`src/rtl/cpu_pkg.sv`:
```
// Shared CPU definitions: datapath width, fetch constants and the fetch output record.
package cpu_pkg;

    localparam int XLEN = 32;

    // Encoding that stops the fetch stage when it is read from the ROM.
    localparam logic [XLEN-1:0] DEFAULT_HALT_INSTR = 32'hffff_ffff;

    // Byte distance between consecutive instruction words.
    localparam logic [XLEN-1:0] PC_INC = 32'd4;

    typedef struct packed {
        logic [XLEN-1:0] instr;
        logic [XLEN-1:0] pc;
    } fetch_out_t;

    // True when the byte PC addresses a word beyond a ROM of 2^addr_w words.
    function automatic logic pc_out_of_range(input logic [XLEN-1:0] pc,
                                             input int unsigned     addr_w);
        return (pc >> (addr_w + 2)) != '0;
    endfunction

endpackage

```
`src/rtl/pc_reg.sv`:
```
// Program counter register with redirect / increment / hold next-PC selection.
module pc_reg
    import cpu_pkg::*;
#(
    parameter logic [XLEN-1:0] RESET_PC = '0
) (
    input  logic            clk,
    input  logic            rst_n,
    input  logic            redirect_valid_i,
    input  logic [XLEN-1:0] redirect_pc_i,
    input  logic            advance_i,
    output logic [XLEN-1:0] pc_o
);

    logic [XLEN-1:0] pc_q;
    logic [XLEN-1:0] pc_d;

    // Redirect wins over sequential advance; the target is forced word aligned.
    always_comb begin
        pc_d = pc_q;
        if (redirect_valid_i) begin
            pc_d = redirect_pc_i & ~(XLEN'(3));
        end else if (advance_i) begin
            pc_d = pc_q + PC_INC;
        end
    end

    // PC state register.
    always_ff @(posedge clk or negedge rst_n) begin
        if (!rst_n) begin
            pc_q <= RESET_PC;
        end else begin
            pc_q <= pc_d;
        end
    end

    assign pc_o = pc_q;

endmodule

```
`src/rtl/instr_fetch.sv`:
```
// Fetch stage: addresses the combinational ROM, registers instruction+PC, and
// hands them to decode over valid/ready. Stops on a halt word or an
// out-of-range PC until redirected, and counts delivered instructions.
module instr_fetch
    import cpu_pkg::*;
#(
    parameter int              ADDR_W     = 5,
    parameter logic [XLEN-1:0] RESET_PC   = 32'h0000_0000,
    parameter logic [XLEN-1:0] HALT_INSTR = DEFAULT_HALT_INSTR,
    parameter int              CNT_W      = 16
) (
    input  logic             clk,
    input  logic             rst_n,
    output logic [ADDR_W-1:0] rom_addr,
    input  logic [XLEN-1:0]  rom_instr,
    input  logic             redirect_valid,
    input  logic [XLEN-1:0]  redirect_pc,
    output logic             out_valid,
    input  logic             out_ready,
    output logic [XLEN-1:0]  out_instr,
    output logic [XLEN-1:0]  out_pc,
    output logic             halted,
    output logic             fault,
    output logic [CNT_W-1:0] fetch_count
);

    logic [XLEN-1:0] pc;

    fetch_out_t      out_q;
    fetch_out_t      out_d;
    logic            out_valid_q;
    logic            out_valid_d;
    logic            halted_q;
    logic            halted_d;
    logic            fault_q;
    logic            fault_d;
    logic [CNT_W-1:0] cnt_q;
    logic [CNT_W-1:0] cnt_d;

    logic out_free;
    logic fetch_en;
    logic pc_oor;
    logic is_halt;
    logic fetch_ok;
    logic fetch_stop;
    logic handshake;

    // The PC only advances when a real instruction is captured.
    pc_reg #(
        .RESET_PC (RESET_PC)
    ) u_pc_reg (
        .clk              (clk),
        .rst_n            (rst_n),
        .redirect_valid_i (redirect_valid),
        .redirect_pc_i    (redirect_pc),
        .advance_i        (fetch_ok),
        .pc_o             (pc)
    );

    // Upper PC bits are dropped here; pc_oor decides whether the word is usable.
    assign rom_addr = pc[ADDR_W+1:2];

    // Fetch qualification and next-state for output register, halt/fault and counter.
    always_comb begin
        out_free   = !out_valid_q || out_ready;
        fetch_en   = out_free && !halted_q && !redirect_valid;
        pc_oor     = pc_out_of_range(pc, ADDR_W);
        is_halt    = (rom_instr == HALT_INSTR);
        fetch_ok   = fetch_en && !pc_oor && !is_halt;
        fetch_stop = fetch_en && (pc_oor || is_halt);
        handshake  = out_valid_q && out_ready;

        out_d       = out_q;
        out_valid_d = out_valid_q;
        halted_d    = halted_q;
        fault_d     = fault_q;
        cnt_d       = cnt_q;

        if (redirect_valid) begin
            // Flush after any handshake completing in this same cycle.
            out_valid_d = 1'b0;
            halted_d    = 1'b0;
            fault_d     = 1'b0;
        end else if (fetch_ok) begin
            out_d.instr = rom_instr;
            out_d.pc    = pc;
            out_valid_d = 1'b1;
        end else begin
            if (handshake) begin
                out_valid_d = 1'b0;
            end
            if (fetch_stop) begin
                halted_d = 1'b1;
                fault_d  = pc_oor;
            end
        end

        if (handshake && (cnt_q != '1)) begin
            cnt_d = cnt_q + 1'b1;
        end
    end

    // Output register, sticky status flags and delivered-instruction counter.
    always_ff @(posedge clk or negedge rst_n) begin
        if (!rst_n) begin
            out_q       <= '0;
            out_valid_q <= 1'b0;
            halted_q    <= 1'b0;
            fault_q     <= 1'b0;
            cnt_q       <= '0;
        end else begin
            out_q       <= out_d;
            out_valid_q <= out_valid_d;
            halted_q    <= halted_d;
            fault_q     <= fault_d;
            cnt_q       <= cnt_d;
        end
    end

    assign out_valid   = out_valid_q;
    assign out_instr   = out_q.instr;
    assign out_pc      = out_q.pc;
    assign halted      = halted_q;
    assign fault       = fault_q;
    assign fetch_count = cnt_q;

endmodule
```
`config.mk`:
```
export PLATFORM = sky130hd
export DESIGN_NAME = instr_fetch
export DESIGN_NICKNAME = d
export VERILOG_FILES = /design/src/rtl/cpu_pkg.sv /design/src/rtl/pc_reg.sv /design/src/rtl/instr_fetch.sv
export SDC_FILE = /design/constraint.sdc
export NUM_CORES = 1
export LEC_CHECK = 0
export CAP_MARGIN = 20
export CORE_UTILIZATION = 41
export CTS_CLUSTER_SIZE = 28
export DETAILED_ROUTE_END_ITERATION = 16
export PLACE_DENSITY_LB_ADDON = 0.3
export SLEW_MARGIN = 20
export SYNTH_ARGS = -nofsm -noshare
export SYNTH_HDL_FRONTEND = slang
export SYNTH_SLANG_ARGS = --single-unit
```
`constraint.sdc`:
```
create_clock -name clk -period 2.2 [get_ports clk]
set_input_delay 0.22 -clock clk [delete_from_list [all_inputs] [get_ports clk]]
set_output_delay 0.22 -clock clk [all_outputs]
set_load 0.02 [all_outputs]
```
* After elaboration in Yosys (flattened, before gate mapping) *
Index checks and enable logic that the tools add are counted.

operators by class
  add/subtract/negate cells = 2
  equality and inequality tests = 3
  multiplexer cells = 11
  bitwise operators = 1
  reduce and logical (&&, ||, !) cells = 20

operators by type and width
  cell                                                             count
  32-bit two-way mux                                               2
  32-bit by 3-bit adder with 32-bit output, second input constant  1
  32-bit == test, second input constant                            1
  32-bit nonzero test                                              1
  16-bit by 1-bit adder with 16-bit output, second input constant  1
  16-bit != test, second input constant                            1
  1-bit two-way mux                                                9
  1-bit logical AND                                                7
  1-bit logical NOT                                                5
  2-bit AND reduction                                              2
  2-bit nonzero test                                               2
  3-bit nonzero test                                               1
  1-bit logical OR                                                 2
  2-bit != test, second input constant                             1
  1-bit inverter                                                   1

storage, ports and cells
  register bits = 115
  input port bits = 68
  output and inout bits = 88
  logic and storage cells = 44

* Depth between registers and ports, before layout *
  depth after elaboration = 8
  depth in mapped cells = 7
  depth with buffers taken out = 5

* Hierarchy *
A second synthesis with hierarchy kept.

unflattened totals
  cells, all modules = 431
  area total of the unflattened synthesis = 5087.4 um2

by module, submodules not included
  module       instances  cells an instance  area each (um2)  sequential area each (um2)
  instr_fetch  1          239                3358.2           2077.0
  pc_reg       1          192                1729.2           750.7

* Worst setup path before layout *
No wires, ideal clock.

  path type = flip-flop to flip-flop
  start point = register u_pc_reg.pc_q[24] (netlist: u_pc_reg.pc_o[24])
  end point = register out_q (netlist bit out_instr[15])
  library setup time = 0.125 ns
  arrival = 1.987 ns
  data required time = 2.075 ns
  slack = 0.088 ns
  cell stages (with the launch flop) = 8
  buffers on the path = 2
  period minus slack after synthesis = 2.112 ns
  path through = dfrtp_1 nor4_1 nand4_1 a2111oi_4 nand2_1 buf_4 buf_6 mux2_4

between the ends
  word-level cells in the longest chain between the ends = 5

ends and longest elaborated chain
  item                            line                source
  from (decl)                     pc_reg.sv:15        logic [XLEN-1:0] pc_q;
  from (signal assigned)          pc_reg.sv:33        pc_q <= pc_d;
  32-bit nonzero test             cpu_pkg.sv:20       return (pc >> (addr_w + 2)) != '0;
  1-bit logical NOT               instr_fetch.sv:69   fetch_ok = fetch_en && !pc_oor && !is_halt;
  1-bit logical AND (2 in a row)  instr_fetch.sv:69
  2-bit AND reduction (no line)   -
  to (signal assigned)            instr_fetch.sv:112  out_q <= out_d;
  to (decl)                       instr_fetch.sv:29   fetch_out_t out_q;

Every way passes these cells.
A chain may end at the register's enable or synchronous reset.

* Worst setup path in the final report *
  start point = register u_pc_reg.pc_q[24] (netlist: u_pc_reg.pc_o[24])
  end point = register out_q (netlist bit out_instr[22])

The elaborated chain is that of the path after synthesis.

==> results.sh <==
export IMPL_arrival_ns=2.38
export IMPL_synthTopCellsByArea="dfrtp_1, mux2_4, mux2_2, mux2_1, and2_1"
export IMPL_combinationalPowerShare_pct=12.8
export IMPL_rsz0062_at_grt="yes"
export IMPL_power_internal_uw=2846
export IMPL_crit_buf_inv=3
export IMPL_synth_area_sq_um=4562
export IMPL_outcome="complete, no violations"
export IMPL_dp_cells=620
export IMPL_final_cells=641
export IMPL_cp_top_family="simple AND/OR/NAND/NOR gates"
export IMPL_viasPerCell=4.891
export IMPL_synthAdderAreaFrac_pct=0.5485
export IMPL_ys_seq_elements=111
export IMPL_cts_tree="done"
export IMPL_place_ws_ns=-0.07337
export IMPL_grt_start_max_net_pins=112
export IMPL_clkPwrFrac_pct=28.5
export IMPL_overflow=0
export IMPL_io_buffer_count=151
export IMPL_synth_cell_types=43
export IMPL_antenna_found_initial=0
export IMPL_min_path_cells=2
export IMPL_netlist_instances=332
export IMPL_synth_area_per_cell_sq_um=13.74
export IMPL_grt_pass1_vias=3294
export IMPL_drv_cap=0
export IMPL_grt_pass1_wl_um=16130
export IMPL_cts_sinks=111
export IMPL_cts_root_buf="clkbuf_8"
export IMPL_synth_simple_area_share_pct=12.23
export IMPL_fmaxAchievable_ghz=0.4720
export IMPL_antenna_cells=0
export IMPL_yosysSeqAreaShare_pct=60.89
export IMPL_dp_hpwl_um=7279
export IMPL_crit_type="register to register"
export IMPL_insertion_delay_ns=0.37
export IMPL_critPathLaunchType="register"
export IMPL_crit_required_ns=2.46
export IMPL_synth_top_family_by_area="multiplexers"
export IMPL_p_sw_share_pct=23.92
export IMPL_wl_um=10170
export IMPL_critical_path_slowest_cell="dfrtp_1"
export IMPL_finClkSkew_ns=0.009770
export IMPL_synth_ff_type="dfrtp_1"
export IMPL_crit_chain="nor4_2 -> nand4_1 -> buf_4 -> a2111oi_4 -> nand2_2 -> buf_6 -> clkbuf_16 -> mux2_4"
export IMPL_die_y_um=107.5
export IMPL_crit_path_max_fanout=8
export IMPL_detail_route_wl_per_cell_um=15.87
export IMPL_slew_viol_final=0
export IMPL_synth_compound_area_share_pct=4.004
export IMPL_setup_violations_final=0
export IMPL_cts_inserted_buffers=9
export IMPL_r2r_cells=8
export IMPL_worst_pin_slew_ns=0.5905
export IMPL_min_period_ns=2.119
export IMPL_max_slew_margin_pct=60.64
export IMPL_power_density_nw_per_um2=563.5
export IMPL_rows=38
export IMPL_p_seq_share_pct=58.6
export IMPL_async_flop_share_pct=100.0
export IMPL_max_stage_delay_ns=0.40
export IMPL_clk_pin_slew_ns=0.09
export IMPL_io_pins=156
export IMPL_cts_max_path_buffers=2
export IMPL_area_growth_pct=45.53
export IMPL_core_area_sq_um=10840
export IMPL_fin_nets=567
export IMPL_layout_worst_path_cycle_share_pct=96.30
export IMPL_drive_above_1_share_pct=18.76
export IMPL_yosys_warnings=0
export IMPL_hp_class="input port to register"
export IMPL_route_detailed_drc=0
export IMPL_yosys_area_top_type_share_pct=60.89
export IMPL_switching_power_uw=894.9
export IMPL_path_depth=8
export IMPL_netlist_top_cells_count="dfrtp_1, and2_1, mux2_2"
export IMPL_drt_iter0_drc=79
export IMPL_post_synth_top_count_cell="dfrtp_1"
export IMPL_ant_nets=0
export IMPL_end_kind="register"
export IMPL_synthXorXnorAreaFrac_pct=2.304
export IMPL_start_util_pct=42.08
export IMPL_hold_viol=0
export IMPL_fin_setup_tns_ns=0
export IMPL_synth_mux_area_share_pct=17.20
export IMPL_leakage_uw=0.002992
export IMPL_p_total_uw=3741
export IMPL_die_x_um=107.5
export IMPL_peakVddDrop_mv=0.4023
export IMPL_firstDrtPassIters=4
export IMPL_postLayoutCoreUtil_pct=61.24
export IMPL_grt_util_all_layers_pct=18.36
export IMPL_die_area_sq_um=11550
export IMPL_gp_congestion=0.7812
export IMPL_h_tree_depth=3
export IMPL_synth_edf_count=0
export IMPL_fin_ws_ns=0.08148
export IMPL_vias=3135
export IMPL_yosysTopAreaCell="dfrtp_1"
==> state kept, by name, summed over array words and instances, names as in the netlist <==
signal	count
out_instr	32
out_pc	30
fault	1
out_valid	1
halted	1
u_pc_reg.pc_o	30
fetch_count	16
==> power by group through the flow <==
stage / logic, uW / clock network, uW / registers (uW)
floorplan: 159 / 0 / 2260
global placement: 463 / 0 / 2220
detailed placement: 475 / 0 / 2230
CTS: 478 / 1130 / 2190
global route: 520 / 1200 / 2210
finish: 481 / 1070 / 2190
==> layout make-up <==
class	instances	area, sq um
well taps	140	175.2
fillers	896	4202
inverters	3	11.26
multi-input cells	201	1717
repair buffers	171	1800
flip-flops and latches	111	2778
clock inverters	1	5.005
clock buffers	14	152.6
==> timing repair <==
| item | in CTS | in global routing |
|---|---|---|
| resized for setup | 2 | 14 |
| hold buffers | 1 | 0 |
| buffers inserted | 1 | 1 |
| setup endpoints to repair | 62 | 64 |
| endpoints found under the hold margin | 111 | 0 |
| gates cloned | 1 | 2 |
| pin swaps | 2 | 0 |
==> final timing paths <==
path / startpoint / endpoint / slack, ns
setup / recovery: u_pc_reg.pc_o[24] / out_instr[22] / 0.08
hold / removal: redirect_pc[7] / u_pc_reg.pc_o[7] / 0.41
setup reg to reg: u_pc_reg.pc_o[24] / out_instr[22] / 0.08
hold reg to reg: out_pc[27] / out_pc[27] / 0.49
max in group asynchronous: rst_n / fetch_count[13] / 1.28
min in group asynchronous: rst_n / out_instr[14] / 0.46
==> layer usage <==
metal | track usage, % | up-vias | share of wire (%)
li1 | - | 1493 | -
met1 | 22.60 | 1553 | 44
met2 | 30.31 | 76 | 49
met3 | 4.540 | 13 | 5.3
met4 | 8.415 | 0 | 1.9
met5 | 0 | - | 0
==> cells by family (layout without fill, tap and decap cells) <==
logic type | count (synthesis) | after routing
XOR/XNOR | 12 | 12
flip-flops | 111 | 111
buffers and inverters | 21 | 189
AO/OA/AOI/OAI | 22 | 22
adder cells (fa/ha/maj) | 2 | 2
AND/OR/NAND/NOR | 100 | 100
multiplexers | 63 | 63
other | 1 | 2
==> layout by cell type (no fill, tap or decap), types with 4 or more instances in the layout <==
cell	netlist	layout
clkdlybuf4s50_1	0	150
dfrtp_1	111	111
and2_1	27	27
mux2_4	20	27
mux2_2	26	26
nand2_1	19	18
nand4_1	13	13
mux2_1	17	10
nand3_1	10	10
clkbuf_8	0	10
buf_4	8	10
nor2_1	7	7
xor2_1	7	7
nor4_2	2	6
buf_12	0	6
nor3_1	5	5
xnor2_1	5	5
a21oi_1	5	5
o311ai_1	3	4
clkbuf_1	5	4
==> stage by stage <==
step,cell area [sq um],hold WS (ns)
2_1_floorplan,4566,-0.07559
3_3_place_gp,6306,0.3446
3_5_place_dp,6306,0.3523
4_1_cts,6524,0.3829
5_1_grt,6639,0.4122
6_report,6639,0.4116
Note: power is estimated with default switching activity, not from simulation.
==> patch (same flow settings) <==
Change the parameter `ADDR_W` from 5 to 4.
--- a/src/rtl/instr_fetch.sv
+++ b/src/rtl/instr_fetch.sv
@@ -6,3 +6,3 @@
 #(
-    parameter int              ADDR_W     = 5,
+    parameter int              ADDR_W     = 4,
     parameter logic [XLEN-1:0] RESET_PC   = 32'h0000_0000,
Interface: changed (resized rom_addr); port bits go from 156 to 155. No check against the original RTL was run, so the function may have changed too.
==> patch against the original RTL <==
- sequential cell count unchanged
- routed wire length shrank 2.7%
- synthesized area fell by 0.60%
- worst setup slack worse by 4.2 ps
- worst hold slack worse by 42 ps
- design area decreased by 0.85%
- power is 3.1% higher
- largest power group unchanged
==> patch: results (changes against the original RTL) <==
Timing:
- The clock skew after layout was 12.7 ps (was 9.77 ps).
- The smallest hold slack is 370 ps (was 412 ps).
- The clock period minus final worst setup slack was 2120 ps (about the same).
- The headroom to the max-slew limit came to 63.8% (was 60.6%).

Placement:
- The detailed placement HPWL was 7350 um (was 7280 um).
- The routability-driven placement congestion ratio is 0.805 (was 0.781).

Route:
- The wire length the detailed router placed on met1 is 4280 um (was 4430 um).
- The number of vias per cell after detailed routing is 4.91 (was 4.89).
- The routed length on met3 was 554 um (was 534 um).
- The total wire length came to 9900 um (was 10200 um).

Logic synthesis:
- Synth top cells by count: 111 x sky130_fd_sc_hd__dfrtp_1, 32 x sky130_fd_sc_hd__mux2_4, 30 x sky130_fd_sc_hd__mux2_2 (was 111 x sky130_fd_sc_hd__dfrtp_1, 27 x sky130_fd_sc_hd__and2_1, 26 x sky130_fd_sc_hd__mux2_2).
- The mean instance size in the synthesized netlist is 14.3 sq um (was 13.7 sq um).
- The proportion of synthesized chip area in sequential cells is 61.3% (was 60.9%).
- The number of library cell types mapped by synthesis came to 33 (was 43).
- Largest cells by area after synthesis: sky130_fd_sc_hd__dfrtp_1 61%, sky130_fd_sc_hd__mux2_4 11%, sky130_fd_sc_hd__mux2_2 7.5% (was sky130_fd_sc_hd__dfrtp_1 61%, sky130_fd_sc_hd__mux2_4 6.6%, sky130_fd_sc_hd__mux2_2 6.4%).

Global route:
- The total routing usage reported by global routing is 18.3% (was 18.4%).
- The global-route track usage on met2 was 30.2% (was 30.3%).
- The pin count of the biggest net entering global routing came to 43 (was 112).
- The global-route wire length before repair is 16200 um (was 16100 um).

Power and ir drop:
- The switching share of power is 25.9% (was 23.9%).
- The static leakage was 0.00300 uW (was 0.00299 uW).

Status:
- Status: completed (unchanged).

Clocking:
- The total setup buffers inserted after CTS was 0 (was 1).
- The post-CTS clock slew at the launch and capture registers of the worst setup and hold paths was 120 ps (was 90 ps).

Setup path:
- The critical-path maximum fanout is 22 (was 8).
- The largest stage delay on the critical path is 560 ps (was 400 ps).
- The critical path endpoint is out_instr[18] (was out_instr[22]).

Min path:
- The class of the tightest hold or removal check was in2async (was in2reg).

Layout:
- The fraction of layout instances using a drive strength above 1 is 24.3% (was 18.8%).
- The total number of nets in the final design is 551 (was 567).
==> patch: cell types whose count changed after synthesis, moves of 4 or more <==
cell and delta:
sky130_fd_sc_hd__nor3_1 -5, sky130_fd_sc_hd__xnor2_1 +5, sky130_fd_sc_hd__mux2_1 -17, sky130_fd_sc_hd__mux2_4 +12
sky130_fd_sc_hd__nand2_1 -7, sky130_fd_sc_hd__and3_1 +4, sky130_fd_sc_hd__mux2_2 +4
==> patch: cell families after synthesis <==
kind of cell    Yosys count  share of synthesized area (%)
other cells               1                         0.0827
buf+inv                  21                           2.76
simple gates             87                           11.3
mux                      62                           18.0
fa+ha+maj                 2                          0.552
flops                   111                           61.3
xor+xnor                 15                           2.90
compound gates           17                           3.15
==> patch: cell type report <==
type | count | share of cell area (%)
clock buffer | 9 | 1.88
clock inverter | 7 | 1.12
inverter | 4 | 0.228
multi-input combinational | 185 | 26.0
sequential | 111 | 42.2
tap | 140 | 2.66
timing repair buffer | 170 | 25.9
